`config.mk`:
```
export PLATFORM = sky130hd
export DESIGN_NAME = dispatch_steer_ctrl
export DESIGN_NICKNAME = d
export VERILOG_FILES = /design/src/rtl/dispatch_steer_ctrl.sv
export SDC_FILE = /design/constraint.sdc
export NUM_CORES = 1
export LEC_CHECK = 0
export ABC_AREA = 1
export BUFFER_PORTS_ARGS = -buffer_cell sky130_fd_sc_hd__buf_4
export CAP_MARGIN = 20
export CORE_MARGIN = 2
export CORE_UTILIZATION = 53
export CTS_CLUSTER_SIZE = 12
export DETAILED_ROUTE_END_ITERATION = 10
export PLACE_DENSITY_LB_ADDON = 0.05
export SLEW_MARGIN = 25
export SYNTH_ARGS = -nofsm -noshare
export SYNTH_HDL_FRONTEND = slang
export SYNTH_SLANG_ARGS = --single-unit
```
`constraint.sdc`:
```
create_clock -name clk -period 11.6 [get_ports clk]
set_input_delay 0.58 -clock clk [delete_from_list [all_inputs] [get_ports clk]]
set_output_delay 0.58 -clock clk [all_outputs]
set_load 0.005 [all_outputs]
```
`src/rtl/dispatch_steer_ctrl.sv`:
```
// Dispatch steering between Rename and the three issue queues: credit-aware
// all-or-nothing group dispatch with a combinational stall back to Rename.
module dispatch_steer_ctrl #(
    parameter int WIDTH_UOPS = 4,
    parameter int IQ_DEPTH   = 8,
    parameter int CW         = 4
) (
    input  logic                    clk,
    input  logic                    rst,
    input  logic                    IN_en,
    input  logic [WIDTH_UOPS-1:0]   IN_valid,
    input  logic [4*WIDTH_UOPS-1:0] IN_fu,
    input  logic                    IN_branchTaken,
    input  logic                    IN_flushAll,
    input  logic [8:0]              IN_iqFree,
    output logic                    OUT_stall,
    output logic [WIDTH_UOPS-1:0]   OUT_valid,
    output logic [2*WIDTH_UOPS-1:0] OUT_iq,
    output logic [3*CW-1:0]         OUT_credits
);
    localparam logic [CW-1:0] DEPTH   = CW'(IQ_DEPTH);
    localparam logic [CW:0]   DEPTH_X = (CW+1)'(IQ_DEPTH);

    logic [CW-1:0]           cred   [3];
    logic [CW-1:0]           demand [3];
    logic [CW:0]             credSum[3];
    logic [2:0]              ovf;
    logic                    toggle;
    logic                    tEnd;
    logic [2*WIDTH_UOPS-1:0] target;
    logic                    anyFail;
    logic                    fire;

    // Slots are walked oldest first; demand holds credits already claimed
    // by older slots of the same group, so availability is cred > demand.
    always_comb begin : steer
        logic [1:0] q;
        logic [1:0] p;
        logic [1:0] np;
        logic       ok;
        for (int k = 0; k < 3; k++) demand[k] = '0;
        tEnd    = toggle;
        target  = '1;
        anyFail = 1'b0;
        for (int i = 0; i < WIDTH_UOPS; i++) begin
            q  = 2'd3;
            ok = 1'b1;
            p  = {1'b0, tEnd};
            np = {1'b0, ~tEnd};
            if (IN_valid[i]) begin
                case (IN_fu[4*i +: 4])
                    4'd0: begin
                        if (cred[p] > demand[p])        q = p;
                        else if (cred[np] > demand[np]) q = np;
                        else                            ok = 1'b0;
                        if (ok) tEnd = ~tEnd;
                    end
                    4'd3, 4'd6, 4'd7: q = 2'd0;
                    4'd4, 4'd5:       q = 2'd1;
                    4'd1, 4'd2:       q = 2'd2;
                    default:          q = 2'd3;
                endcase
                if (q != 2'd3) begin
                    if (cred[q] > demand[q]) demand[q] = demand[q] + 1'b1;
                    else                     ok = 1'b0;
                end
                if (!ok) anyFail = 1'b1;
            end
            target[2*i +: 2] = q;
        end
    end

    assign OUT_stall = IN_en && !IN_branchTaken && !rst && anyFail;
    assign fire      = IN_en && !IN_branchTaken && !rst && !anyFail;

    // Frees of this cycle only land in next cycle's credits.
    always_comb begin
        for (int q = 0; q < 3; q++) begin
            credSum[q] = {1'b0, cred[q]} - (fire ? {1'b0, demand[q]} : '0)
                       + (CW+1)'(IN_iqFree[3*q +: 3]);
            ovf[q]     = credSum[q] > DEPTH_X;
        end
    end

    always_ff @(posedge clk) begin
        if (rst || IN_flushAll) begin
            for (int q = 0; q < 3; q++) cred[q] <= DEPTH;
        end else begin
            for (int q = 0; q < 3; q++) cred[q] <= ovf[q] ? DEPTH : credSum[q][CW-1:0];
        end
    end

    always_ff @(posedge clk) begin
        if (rst) begin
            OUT_valid <= '0;
            OUT_iq    <= '1;
            toggle    <= 1'b0;
        end else if (IN_flushAll) begin
            OUT_valid <= '0;
            toggle    <= 1'b0;
        end else if (fire) begin
            OUT_valid <= IN_valid;
            OUT_iq    <= target;
            toggle    <= tEnd;
        end else begin
            OUT_valid <= '0;
        end
    end

    always_comb begin
        OUT_credits = '0;
        for (int q = 0; q < 3; q++) OUT_credits[q*CW +: CW] = cred[q];
    end

    // An IQ returning more entries than it holds means a credit leak upstream.
    always @(posedge clk) begin
        if (!rst && !IN_flushAll)
            assert (ovf == 3'b000) else $warning("dispatch_steer_ctrl: credit overflow, iq mask %b", ovf);
    end
endmodule

```
==> reports/qor.yml <==
synth_flop_cell: "dfxtp_1"
area_used_by_multi_input_combinational_logic_um2: 3510
fin_total_pwr_w: 0.000687
antenna_violating_nets_post_route: 0
drv_slew: 0
startpoint_type: "register"
outcome: "finished with violations"
final_layout_size_suffix_gt1_share_pct: 44.0
setup.worst_path.class: "reg2reg"
synth.ff_latch_count: 26
cts_root_buffer: "clkbuf_8"
cts_tree: "done"
grt_antenna_before_repair: 0
dp_hpwl_mm: 11.0
design.final.nets: 944
synth.avg_cell_area_um2: 6.01
number_of_failing_hold_endpoints_at_the_final_stage: 0
drtPass1Iterations: 6
via_count: 5369
first_iter_violations: 496
die_width_um: 91.0
gpl.final_weighted_congestion: 1.00
port-buffer-count: 58
setup_viol: 4
violations: "setup timing"
p_per_area_nw_per_um2: 111
globalRoute.totalOverflow: 0
wl_per_cell_um: 16.5
synth_cell_type_count: 46
yosysTopAreaCellShare_pct: 15.2
yosys_warnings: 0
yosysTopAreaCell: "nand2_1"
cts_buffer_depth: 2
cts_sinks: 26
post-place-ws_ns: -0.743
grt_usage_pct: 33.4
max-slew-margin-rel_pct: 57.7
worst_hold_path_type: "reg2reg"
cellLeakagePower_nw: 3.21
first_global_vias: 4883
ir_drop_uv: 117
area.sequential_um2: 529
synth_fp_nets: 749
synth_enable_flop_cells: 0
critical_path.slowest_cell: "fa_2"
detailroute.wirelength.met3_mm: 1.19
ioPinCount: 59
detail_route.wirelength_mm: 15.8
unrepaired_setup_endpoints_after_global_routing: "yes"
route.layer.met1.wl_mm: 6.00
antenna_cells: 0
fin_setup_tns_ns: -0.360
critical_path.most_common_cell: "inv_1"
row_count: 31
timing.hold.ws_ns: 0.490
yosysSeqAreaShare_pct: 13.0
measured_slew_at_the_worst_slew_check_pin_ns: 0.632
synth_area_um2: 4010
layout_setup_ws_ns: -0.121
post_synth_inst_count: 668
critical_path.max_fanout: 5
topRoutingLayerUsed: "met4"
clock_insertion_delay_worst_skew_ns: 0.29
starting_utilization_of_the_core_area_pct: 55.0
final_critical_path_time_including_i_o_delays_and_setup_ns: 11.72
end_kind: "register"
grt_first_pass_wirelength_mm: 22.5
tritoncts.num_buffers: 3
cell_types_occupying_the_most_area_after_synthesis: "nand2_1 15%, dfxtp_1 13%, ha_1 12%"
die_h_um: 91.0
dieArea_um2: 8280
fp.coreArea_um2: 7290
cts_max_level: 1
grt_max_degree: 25
drv.max_cap_violation_count: 0
worst-endpoint-arrival_ns: 11.92
clk_transition_reported_paths_ns: 0.11
fillers: 470
synth-async-reset-ratio_pct: 0
worst_clock_skew_ns: 0.0129
synthToLayoutAreaGrowth_pct: 55.0
critical_path.max_stage_delay_ns: 0.42
worst_path_required_time_ns: 11.79
drc: 0
avgViaCountPerCell: 5.59
met2RoutedLength_mm: 7.71
fmax_ghz: 0.0853
final_critical_path_share_of_the_clock_period_pct: 101
## state kept, by name, indices dropped and copies added, names as in the netlist, named ones only
signal and count:
cred 12, OUT_iq 8, OUT_valid 4, toggle 1
## synth_stat cells, drive strengths merged (3+ instances only)
cell,count
nand2,180
inv,127
nor2,91
nand3,71
o21ai,46
ha,38
dfxtp,26
a21oi,23
fa,9
nand4,6
xor2,5
clkbuf,4
o21a,4
o22ai,4
a221oi,3
and2,3
clkinv,3
nor3,3
xnor2,3
## worst max-delay path, delay by kind of cell, from the launching register on
family	cells	cell delay [ns]
buffers and inverters	19	1.72
and+or+nand+nor	49	4.94
xor gates and xnor gates	1	0.16
DFF	1	0.36
AOI/OAI and AO/OA	14	1.92
adders and majority gates	9	2.47
## path summary, 6_finish.rpt
check	slack, ns	cells after the start	startpoint	to
min	0.49	2	OUT_iq[4]	OUT_iq[4]
max	-0.12	92	cred[0][3]	cred[0][3]
max reg2reg	-0.12	92	cred[0][3]	cred[0][3]
min reg2reg	0.49	2	OUT_iq[4]	OUT_iq[4]
## per-layer routing
| metal | vias to the layer above | GRT usage (%) |
|---|---|---|
| met5 | - | 0 |
| met4 | 0 | 16.4 |
| met3 | 91 | 2.41 |
| met2 | 283 | 58.3 |
| met1 | 2462 | 41.3 |
| li1 | 2533 | - |
## layout make-up
type                       instances  share of cell area [%]
clock inverter                     1                   0.483
inverter                         130                    8.01
clock buffer                       3                   0.664
multi-input combinational        507                    56.5
tap                               99                    1.99
timing repair buffer             195                    23.8
sequential                        26                    8.51
## logic make-up (layout without fill, tap and decap cells)
family	Yosys count	in the layout	share of synthesized area (%)
AO/OA/AOI/OAI	94	94	13.6
buffers and inverters	135	329	12.9
XOR/XNOR	8	8	1.75
adder cells (fa/ha/maj)	47	47	16.3
AND/OR/NAND/NOR	358	358	42.5
flip-flops	26	26	13.0
## report_power, final
| group | total, W | internal [W] | switching (W) |
|---|---|---|---|
| Sequential | 0.000111 | 0.0000999 | 0.0000107 |
| Combinational | 0.000495 | 0.000224 | 0.000271 |
| Clock | 0.0000817 | 0.0000463 | 0.0000354 |
## timing repair
item / 4_1_cts / 5_1_grt
pin swaps: 22 / 94
resized for setup: 41 / 132
hold buffers: 0 / 0
buffers inserted: 12 / 27
endpoints found under the setup margin: 12 / 13
## metrics by stage
stage	cells	util, %	instance area, um2
floorplan	668	-	4010
global placement	918	72.5	5290
detailed placement	918	72.5	5290
CTS	934	76.6	5580
global route	961	85.3	6220
finish	961	85.3	6220
## placed cells by master (no fill, tap or decap), types with 14 or more instances in the layout
cell type	instances
dfxtp_1	19
ha_1	31
nor2_1	55
nand2_1	138
buf_4	190
nand3_1	46
o21ai_0	19
nor2_2	19
nor2_4	16
inv_1	107
a21oi_1	14
o21ai_1	17
nand2_2	32
inv_2	18
nand3_2	17
Power figures use the tool's default switching activity.
